$ cat src/rtl/trig_led_sequencer.sv
// rtl/trig_led_sequencer.sv - plays a (delay, duration) table into the trigger-LED output stage
// Optional inter-entry gap state enabled by TRIG_SEQ_GAP_EN.
module trig_led_sequencer #(
   parameter int DEPTH  = 16,
   parameter int ADDR_W = 4,
   parameter int DUR_W  = 11,
   parameter int DEL_W  = 21
) (
   input  logic              clk,
   input  logic              rst,
   input  logic              hardStop,
   input  logic              wr_en,
   input  logic [ADDR_W-1:0] wr_addr,
   input  logic [DEL_W-1:0]  wr_delay,
   input  logic [DUR_W-1:0]  wr_duration,
   input  logic [ADDR_W:0]   seq_len,
   input  logic [15:0]       loop_count,
`ifdef TRIG_SEQ_GAP_EN
   input  logic [15:0]       gap_cycles,
`endif
   input  logic              start,
   input  logic              trigLedComplete,
   output logic              trig_rst,
   output logic              onYourMark,
   output logic              GOGOGO_EXCLAMATION,
   output logic [DEL_W-1:0]  delay,
   output logic [DUR_W-1:0]  duration,
   output logic              busy,
   output logic [ADDR_W-1:0] cur_index,
   output logic              seq_done,
   output logic              seq_aborted
);

   typedef enum logic [2:0] {
      S_IDLE,
      S_LOAD,
      S_ARM,
      S_FIRE,
      S_WAIT,
`ifdef TRIG_SEQ_GAP_EN
      S_GAP,
`endif
      S_NEXT
   } state_t;

   localparam logic [ADDR_W:0] DEPTH_L = (ADDR_W+1)'(DEPTH);

   state_t            state;
   logic [DEL_W-1:0]  tbl_delay    [DEPTH];
   logic [DUR_W-1:0]  tbl_duration [DEPTH];
   logic [ADDR_W:0]   len_q;
   logic [15:0]       loops_q;
   logic [15:0]       pass_q;
   logic              last_entry;
   logic              last_pass;
`ifdef TRIG_SEQ_GAP_EN
   logic [15:0]       gap_q;
   logic [15:0]       gap_cnt;
`endif

   assign last_entry = ({1'b0, cur_index} == (len_q - 1'b1));
   assign last_pass  = ((pass_q + 16'd1) == loops_q);

   // Table is frozen while a sequence runs so every pass sees the same entries.
   always_ff @(posedge clk) begin
      if (wr_en && state == S_IDLE) begin
         tbl_delay[wr_addr]    <= wr_delay;
         tbl_duration[wr_addr] <= wr_duration;
      end
   end

   always_ff @(posedge clk) begin
      if (rst) begin
         state              <= S_IDLE;
         trig_rst           <= 1'b1;
         onYourMark         <= 1'b0;
         GOGOGO_EXCLAMATION <= 1'b0;
         delay              <= '0;
         duration           <= '0;
         busy               <= 1'b0;
         cur_index          <= '0;
         seq_done           <= 1'b0;
         seq_aborted        <= 1'b0;
      end else if (hardStop) begin
         state              <= S_IDLE;
         trig_rst           <= 1'b1;
         onYourMark         <= 1'b0;
         GOGOGO_EXCLAMATION <= 1'b0;
         busy               <= 1'b0;
         seq_done           <= 1'b0;
         seq_aborted        <= (state != S_IDLE);
      end else begin
         seq_done    <= 1'b0;
         seq_aborted <= 1'b0;
         case (state)
            S_IDLE: begin
               trig_rst           <= 1'b1;
               onYourMark         <= 1'b0;
               GOGOGO_EXCLAMATION <= 1'b0;
               if (start && seq_len != '0) begin
                  len_q     <= (seq_len > DEPTH_L) ? DEPTH_L : seq_len;
                  loops_q   <= (loop_count == 16'd0) ? 16'd1 : loop_count;
                  cur_index <= '0;
                  pass_q    <= 16'd0;
`ifdef TRIG_SEQ_GAP_EN
                  gap_q     <= gap_cycles;
`endif
                  busy      <= 1'b1;
                  state     <= S_LOAD;
               end
            end
            S_LOAD: begin
               delay      <= tbl_delay[cur_index];
               duration   <= tbl_duration[cur_index];
               trig_rst   <= 1'b0;
               onYourMark <= 1'b1;
               state      <= S_ARM;
            end
            S_ARM: begin
               GOGOGO_EXCLAMATION <= 1'b1;
               state              <= S_FIRE;
            end
            S_FIRE: begin
               onYourMark         <= 1'b0;
               GOGOGO_EXCLAMATION <= 1'b0;
               state              <= S_WAIT;
            end
            S_WAIT: begin
               if (trigLedComplete) begin
                  trig_rst <= 1'b1;
                  state    <= S_NEXT;
               end
            end
            S_NEXT: begin
               if (last_entry) begin
                  cur_index <= '0;
                  pass_q    <= pass_q + 16'd1;
               end else begin
                  cur_index <= cur_index + 1'b1;
               end
               if (last_entry && last_pass) begin
                  busy     <= 1'b0;
                  seq_done <= 1'b1;
                  state    <= S_IDLE;
               end else begin
`ifdef TRIG_SEQ_GAP_EN
                  gap_cnt <= gap_q;
                  state   <= (gap_q != 16'd0) ? S_GAP : S_LOAD;
`else
                  state   <= S_LOAD;
`endif
               end
            end
`ifdef TRIG_SEQ_GAP_EN
            S_GAP: begin
               if (gap_cnt == 16'd1) state <= S_LOAD;
               else gap_cnt <= gap_cnt - 16'd1;
            end
`endif
            default: state <= S_IDLE;
         endcase
      end
   end

endmodule

$ cat config.mk
export PLATFORM = sky130hd
export DESIGN_NAME = trig_led_sequencer
export DESIGN_NICKNAME = d
export VERILOG_FILES = /design/src/rtl/trig_led_sequencer.sv
export SDC_FILE = /design/constraint.sdc
export NUM_CORES = 1
export LEC_CHECK = 0
export CAP_MARGIN = 10
export CORE_MARGIN = 2
export CORE_UTILIZATION = 65
export DETAILED_ROUTE_END_ITERATION = 8
export PLACE_DENSITY = 0.84
export SYNTH_ARGS = -nofsm -noshare
export SYNTH_HDL_FRONTEND = slang
export SYNTH_SLANG_ARGS = --single-unit
$ cat constraint.sdc
create_clock -name clk -period 9.1 [get_ports clk]
set_input_delay 1.365 -clock clk [delete_from_list [all_inputs] [get_ports clk]]
set_output_delay 1.365 -clock clk [all_outputs]
set_load 0.02 [all_outputs]
======== Word level (Yosys, flattened, before mapping) ========
Memories as Yosys holds them, arrays and structs flattened. A register that Yosys moved wholly into a read port is not among the register bits.
Index checks and enable logic that the tools add are counted.
word-level totals
  bits in registers ....................... 50
  bits in writable memories ............... 512
  input port bits ......................... 63
  output and inout bits ................... 42
  word-level logic and storage cells ...... 73
  memories ................................ 2
cells by class
  $add $sub $neg .......................... 3
  magnitude comparators ................... 1
  equality and inequality tests ........... 11
  mux-type cells .......................... 20
  bitwise gates (word level) .............. 3
  reductions and logical operators ........ 22
memory list
  memory        words  bits a word  read ports  clocked after Yosys merged registers in  wr ports  RTL line  RTL
  tbl_delay     16     21           1           1                                        1         49        logic [DEL_W-1:0] tbl_delay [DEPTH];
  tbl_duration  16     11           1           1                                        1         50        logic [DUR_W-1:0] tbl_duration [DEPTH];
operators by type and width
  cell                   number
  $mux 16                2
  $pmux 16 s2            1
  $pmux 3 s6             1
  $add 16x1->16 const B  1
  $eq 16x16->1           1
  $logic_not 16->1       1
  $mux 4                 2
  $pmux 4 s2             1
  $mux 1                 7
  $eq 3x2->1 const B     2
  $eq 3x3->1 const B     2
  $mux 3                 2
  $ne 2x2->1 const B     3
  $pmux 1 s2             3
  $reduce_and 2->1       3
  $reduce_and 3->1       2
  $reduce_bool 2->1      3
  $reduce_bool 3->1      2
  $reduce_or 2->1        3
  $eq 4x5->1             1
  $gt 5x5->1 const B     1
  $reduce_and 5->1       1
  $reduce_bool 5->1      1
  $sub 5x1->5 const B    1
  other kinds (9)        13

======== Depth between registers and ports, before layout ========
Gate-level depths: netlist of run 1.
  depth in word-level cells ............... 5
  mapped depth ............................ 9
  depth with buffers taken out ............ 9

======== Least setup slack after synthesis of run 1 ========
No wires, ideal clock.
  path type ............................... input port to flip-flop
  from .................................... in wr_en
  to ...................................... mem tbl_delay[0][0], enable pin
  setup time .............................. 0.461 ns
  data arrival time ....................... 4.011 ns
  slack ................................... 4.628 ns
  stages .................................. 3
  path buffers ............................ 0
  path through ............................ nand2_1 or3_1 nor3_1
on the way
  longest elaborated chain between the ends .. 3
RTL lines
  item                          RTL line  RTL
  start: declaration            12        input logic wr_en,
  $logic_and 1x1->1             66        if (wr_en && state == S_IDLE) begin
  $mux 1                        66
  $mux 1 (implied by the code)  67        tbl_delay[wr_addr] <= wr_delay;
  end: declaration              49
Every way passes these cells.

======== Worst setup path in the final report of run 1 ========
  from .................................... reg cur_index[3]
  to ...................................... out cur_index[3]
RTL lines
  item                      RTL line  RTL
  start: declaration        29        output logic [ADDR_W-1:0] cur_index,
  start signal: assignment  139       cur_index <= cur_index + 1'b1;
No word-level cell between the ends.

==> impl_metrics.env, run 1 <==
export IMPL_vdd_drop_max_mv=0.217
export IMPL_die_width_um=192
export IMPL_port_buffers=104
export IMPL_grt_pass1_wl_um=76500
export IMPL_grt_max_degree=70
export IMPL_grtUsageMet1_pct=39.3
export IMPL_outcome="completed"
export IMPL_ff_latch_area_mm2=0.0174
export IMPL_rrSetupSlack_ns=5.61
export IMPL_end_kind="output pin"
export IMPL_drc=0
export IMPL_crit_arrival_ns=2.61
export IMPL_instances_no_fill=1745
export IMPL_postSynth_asyncResetShare_pct=0
export IMPL_synth_edf_count=549
export IMPL_cts_setup_buffers=0
export IMPL_gp_congestion=0.863
export IMPL_wl_um=51600
export IMPL_synth_xor_xnor_area_share_pct=1.71
export IMPL_initial_core_util_pct=66.4
export IMPL_crit_chain="buf_4, clkdlybuf4s50_1"
export IMPL_finalCritPeriodShare_pct=43.7
export IMPL_min_path_type="register to register"
export IMPL_syn_inst=1135
export IMPL_rsz0062_at_grt="false"
export IMPL_route_vias_total=11675
export IMPL_synthMuxAreaShare_pct=15.7
export IMPL_numCtsBuffers=56
export IMPL_syn_nets=1202
export IMPL_multi_input_area_mm2=0.00544
export IMPL_max_stage_delay_ns=0.72
export IMPL_routedWlPerCell_um=29.6
export IMPL_r2r_end="delay[19]"
export IMPL_fin_skew_ns=0.0178
export IMPL_syn_avg_cell_area_um2=20.3
export IMPL_antenna_found_initial=0
export IMPL_clock_latency_ns=0.60
export IMPL_use_met3_pct=5.31
export IMPL_clock_sinks=594
export IMPL_slew_headroom_pct=16.3
export IMPL_vias_per_cell=6.69
export IMPL_power_density_mw_per_mm2=213
export IMPL_cts_root_buf="clkbuf_16"
export IMPL_synth_cell_types=47
export IMPL_antenna_cells=0
export IMPL_ys_seq_area_share_pct=75.5
export IMPL_busiest_layer="met2"
export IMPL_dr_pass1_iters=6
export IMPL_synth_area_mm2=0.0230
export IMPL_p_leak_nw=8.10
export IMPL_ant_nets=0
export IMPL_fin_crit_ns=3.98
export IMPL_synth_compound_area_share_pct=1.57
export IMPL_startpoint="cur_index[3]"
export IMPL_drtIter0Drc=1248
export IMPL_hpwl_um=26900
export IMPL_core_region_area_mm2=0.0347
export IMPL_setup_tns_ns=0
export IMPL_hold_viol=0
export IMPL_cts_resized=0
export IMPL_grtUsageMet2_pct=48.3
export IMPL_num_nets_final=1309
export IMPL_cap_violations=0
export IMPL_grt_overflow=0
export IMPL_cp_max_fo=23
export IMPL_placedCellCount=1637
export IMPL_final_layout_size_suffix_gt1_share_pct=22.3
export IMPL_critPathLaunchType="register"
export IMPL_fillers=1759
export IMPL_die_area_mm2=0.0370
export IMPL_htreeDepth=2
export IMPL_ys_warn_count=0
export IMPL_whs_endpoint="delay[2]"
export IMPL_slew_viol_final=0
export IMPL_clk_transition_reported_paths_ns=0.06
export IMPL_grt_total_usage_pct=29.1
export IMPL_setup_viol=0
export IMPL_r2r_start="cur_index[0]"
export IMPL_mostFrequentLayoutCell="edfxtp_1"
export IMPL_ys_ff_latch=594
export IMPL_grt_pass1_vias=12121
export IMPL_syn_to_final_growth_pct=15.0
export IMPL_final_cell_mix="549 x edfxtp_1, 160 x mux4_2, 103 x clkdlybuf4s50_1"
export IMPL_synth_simple_area_share_pct=3.92
export IMPL_slowest_stage="clkdlybuf4s50_1"
export IMPL_cts_buffer_depth=3
export IMPL_synth_top_family_by_area="multiplexers"
export IMPL_rr_worst_depth=6
export IMPL_die_h_um=192
export IMPL_cts_hold_buf=0
export IMPL_yosys_most_used_dff="edfxtp_1"
export IMPL_synth_adder_area_share_pct=0.217
export IMPL_fmax_mhz=251
export IMPL_cts_tree="yes"
export IMPL_min_from="delay[2]"
export IMPL_required_ns=7.74
export IMPL_hold_slack_ns=0.454
export IMPL_fp_row_count=68
export IMPL_io_pins=105
export IMPL_critPathKind="register to output pin"
export IMPL_worstHoldPathCells=2
export IMPL_worst_pin_slew_ns=1.25
cells in the mapped netlist (2+ instances only):
cell type,instances,area share (%)
o21ai_0,10,0.22
dfxtp_1,45,3.9
a21oi_1,41,0.89
edfxtp_1,549,72
buf_1,8,0.13
nand4_1,8,0.22
or2_2,3,0.081
mux4_2,160,16
inv_1,7,0.11
ha_1,4,0.22
nor2_1,45,0.73
or3_1,2,0.054
nor2b_1,6,0.16
or4_1,2,0.065
nand3_1,12,0.26
o2111ai_1,2,0.076
xor2_1,15,0.57
nor3_1,13,0.28
and3_1,3,0.081
nand2_1,80,1.3
nor4_2,3,0.16
clkbuf_1,44,0.72
xnor2_1,22,0.84
nand2b_1,5,0.14
nor4_1,4,0.11
o22ai_1,2,0.054
xor3_1,2,0.21
and3b_1,2,0.076
buf_2,18,0.39
how the worst max path moves through the flow:
stage / cells after the start / end / slack, ns
2_1_floorplan: 3 / tbl_delay[0][0] / 4.63
3_3_place_gp: 4 / tbl_duration[4][1] / 5.31
3_5_place_dp: 4 / tbl_duration[4][4] / 5.22
4_1_cts: 2 / cur_index[3] / 5.05
5_1_grt: 2 / cur_index[3] / 4.94
6_report: 2 / cur_index[3] / 5.12
metal layers:
| layer | up-vias | share of wire, % | wire, um |
|---|---|---|---|
| li1 | 4826 | - | - |
| met1 | 6068 | 38 | 19400 |
| met2 | 652 | 51 | 26500 |
| met3 | 129 | 7.7 | 3960 |
| met4 | 0 | 3.5 | 1810 |
| met5 | - | 0 | 0 |
worst max-delay path, delay by kind of cell (launching register included):
kind                   cells  cell delay (ns)
flip-flops                 1             0.70
buffers and inverters      2             1.31
kinds of logic (layout without fill, tap and decap cells):
kind of cell | Yosys count | in the layout
simple gates | 193 | 193
buf+inv | 79 | 234
compound gates | 64 | 64
fa+ha+maj | 4 | 4
mux | 161 | 161
xor+xnor | 40 | 40
flops | 594 | 594
flip-flops by register name (all words and copies together), names as in the netlist:
name,count
tbl_delay,336
tbl_duration,176
delay,21
loops_q,16
pass_q,16
duration,11
len_q,5
cur_index,4
state,3
GOGOGO_EXCLAMATION,1
busy,1
onYourMark,1
seq_aborted,1
seq_done,1
trig_rst,1
area by class of cell:
cell class	count	area share, %
Tap cell	455	2.15
Sequential cell	594	65.6
Clock inverter	35	1.25
Timing Repair Buffer	121	4.51
Multi-Input combinational cell	462	20.5
Inverter	7	0.0992
Clock buffer	71	5.81
where the power goes:
group	leakage, nW	internal (W)	switching, W	total [W]
sequential	5.33	0.00302	0.0000187	0.00304
clock	0.911	0.00137	0.000993	0.00236
combinational	1.86	0.000115	0.000140	0.000255
total	8.10	0.00450	0.00115	0.00565
stage by stage:
| step | total power [W] | worst slack, ns | area [um2] | utilization, % |
|---|---|---|---|---|
| after CTS | 0.00567 | 5.05 | 26500 | 76.2 |
| final | 0.00565 | 5.12 | 26500 | 76.3 |
| after global routing | 0.00579 | 4.94 | 26500 | 76.3 |
| after floorplan | 0.00323 | 4.63 | 23000 | - |
| after detailed placement | 0.00334 | 5.22 | 24600 | 70.8 |
| after global placement | 0.00333 | 5.31 | 24600 | 70.8 |
No activity file was read; power rests on OpenSTA's default activity.
==> inputs of run 2 (changes only) <==
- CORE_UTILIZATION: 65 -> 54
- PLACE_DENSITY: 0.84 -> 0.74
- clock period: 9.1 -> 3.54 ns (I/O delays scaled with it)
==> run 2 against run 1 <==
Via count shrank 0.59%. Critical path depth up 2. Cell count rose by 5.9%.
==> impl_metrics.env, run 2 (same netlist as run 1, synthesis figures left out) <==
export IMPL_outcome="completed"
export IMPL_hold_slack_ns=0.456
export IMPL_fp_row_count=75
export IMPL_cap_violations=0
export IMPL_port_buffers=104
export IMPL_antenna_found_initial=1
export IMPL_power_frac_seq_pct=53.8
export IMPL_cp_max_fo=17
export IMPL_clk_transition_reported_paths_ns=0.06
export IMPL_htreeDepth=2
export IMPL_cts_buffer_depth=3
export IMPL_finalCritPeriodShare_pct=78.7
export IMPL_clock_latency_ns=0.61
export IMPL_setup_viol=0
export IMPL_dpl_instance_area_mm2=0.0250
export IMPL_vdd_drop_max_mv=0.353
export IMPL_top_register="tbl_delay"
export IMPL_fin_crit_ns=2.79
export IMPL_grt_max_degree=67
export IMPL_worst_pin_slew_ns=0.915
export IMPL_dr_wl_met2_um=23300
export IMPL_mostFrequentLayoutCell="edfxtp_1"
export IMPL_numCtsBuffers=55
export IMPL_gp_congestion=0.882
export IMPL_rrSetupSlack_ns=0.75
export IMPL_fillers=2717
export IMPL_drc=0
export IMPL_switchingPower_w=0.00295
export IMPL_antenna_cells=0
export IMPL_route_vias_total=11606
export IMPL_clkPwrFrac_pct=41.3
export IMPL_fin_total_pwr_w=0.0145
export IMPL_fmax_mhz=359
export IMPL_die_h_um=211
export IMPL_max_stage_delay_ns=0.70
export IMPL_clock_sinks=594
export IMPL_top_layer="met5"
export IMPL_hpwl_um=31100
export IMPL_min_path_type="register to register"
export IMPL_top_regs="tbl_delay (336), tbl_duration (176), delay (21)"
export IMPL_cts_root_buf="clkbuf_16"
export IMPL_rsz0062_at_grt="false"
export IMPL_startpoint="state[0]"
export IMPL_power_density_mw_per_mm2=540
export IMPL_whs_endpoint="delay[4]"
export IMPL_wl_um=50600
export IMPL_die_width_um=211
export IMPL_grt_pass1_vias=11474
export IMPL_crit_arrival_ns=3.01
export IMPL_cts_tree="yes"
export IMPL_end_kind="register"
export IMPL_r2r_start="state[0]"
export IMPL_vias_per_cell=6.28
export IMPL_crit_chain="nor2b_1, nand2_1, a21oi_1, and3b_1"
export IMPL_required_ns=3.77
export IMPL_p_comb_share_pct=4.9
export IMPL_critPathLaunchType="register"
export IMPL_cts_setup_buffers=0
export IMPL_io_pins=105
export IMPL_setup_tns_ns=0
export IMPL_hold_viol=0
export IMPL_dr_wl_met3_um=4910
export IMPL_die_area_mm2=0.0443
export IMPL_largest_reg_flops=336
export IMPL_fin_skew_ns=0.0230
export IMPL_critPathKind="register to register"
export IMPL_wirelength_met1_um=21500
export IMPL_num_nets_final=1331
export IMPL_grt_pass1_wl_um=75700
export IMPL_fin_util_pct=63.9
export IMPL_routedWlPerCell_um=27.4
export IMPL_slew_headroom_pct=39.0
export IMPL_finalInstanceArea_mm2=0.0269
export IMPL_dr_pass1_iters=7
export IMPL_r2r_end="pass_q[7]"
export IMPL_p_leak_nw=8.25
export IMPL_power_share_switching_pct=20.4
export IMPL_rr_worst_depth=4
export IMPL_final_layout_size_suffix_gt1_share_pct=23.8
export IMPL_min_from="delay[4]"
export IMPL_ant_nets=0
export IMPL_syn_to_final_growth_pct=16.7
export IMPL_grt_overflow=0
export IMPL_p_int_w=0.0116
export IMPL_initial_core_util_pct=54.8
export IMPL_grt_total_usage_pct=23.5
export IMPL_final_cell_mix="549 x edfxtp_1, 160 x mux4_2, 103 x clkdlybuf4s50_1"
export IMPL_cts_resized=0
export IMPL_core_region_area_mm2=0.0420
export IMPL_slew_viol_final=0
export IMPL_worstHoldPathCells=2
export IMPL_drtIter0Drc=1419
export IMPL_cts_hold_buf=0
export IMPL_slowest_stage="and3b_1"
-- run 2: changes by cell type in the layout (fill, tap and decap cells not counted) --
cell	delta
nor3_4	+4
clkinvlp_4	-2
clkbuf_8	+4
inv_8	-1
clkbuf_16	-3
clkbuf_1	+4
buf_4	+14
clkinv_2	+1
clkinv_1	-9
buf_12	+10
clkinv_8	+1
inv_16	+1
buf_16	-1
nor3_2	-4
-- run 2: critical path, delay by kind of cell, from the launching register on --
family	cells	cell delay, ns
AOI/OAI and AO/OA	1	0.62
DFF	1	0.50
and+or+nand+nor	3	1.29
-- run 2: cell type report --
class | count | area [um2] | share of cell area (%)
Inverter | 7 | 26.3 | 0.0977
Tap cell | 539 | 674 | 2.51
Multi-Input combinational cell | 462 | 5470 | 20.3
Sequential cell | 594 | 17400 | 64.7
Clock inverter | 26 | 313 | 1.16
Timing Repair Buffer | 144 | 1470 | 5.48
Clock buffer | 76 | 1540 | 5.71
-- run 2: metal layers --
metal	up-vias	global-route usage (%)
met5	-	0
met1	6091	37.1
met3	73	4.25
met2	582	34.9
li1	4858	-
met4	2	5.15
-- run 2: worst max path at each step --
stage | to | slack [ns] | cells past startpoint
after global routing | pass_q[0] | 0.52 | 4
after detailed placement | tbl_duration[4][7] | 0.64 | 4
after global placement | pass_q[4] | 0.71 | 5
after floorplan | tbl_delay[8][0] | 0.49 | 5
after CTS | cur_index[0] | 0.75 | 2
final | pass_q[7] | 0.75 | 4
-- run 2: metrics by stage --
stage               std cells  worst slack [ns]
global placement         1746             0.706
global route             1848             0.520
finish                   1848             0.754
detailed placement       1746             0.641
floorplan                1135             0.490
CTS                      1848             0.755
-- run 2: power by group through the flow --
stage | logic (W) | registers [W] | clock network (W)
finish | 0.000709 | 0.00781 | 0.00599
global route | 0.000755 | 0.00781 | 0.00634
CTS | 0.000715 | 0.00781 | 0.00607
detailed placement | 0.000710 | 0.00795 | 0
global placement | 0.000698 | 0.00795 | 0
floorplan | 0.000367 | 0.00794 | 0
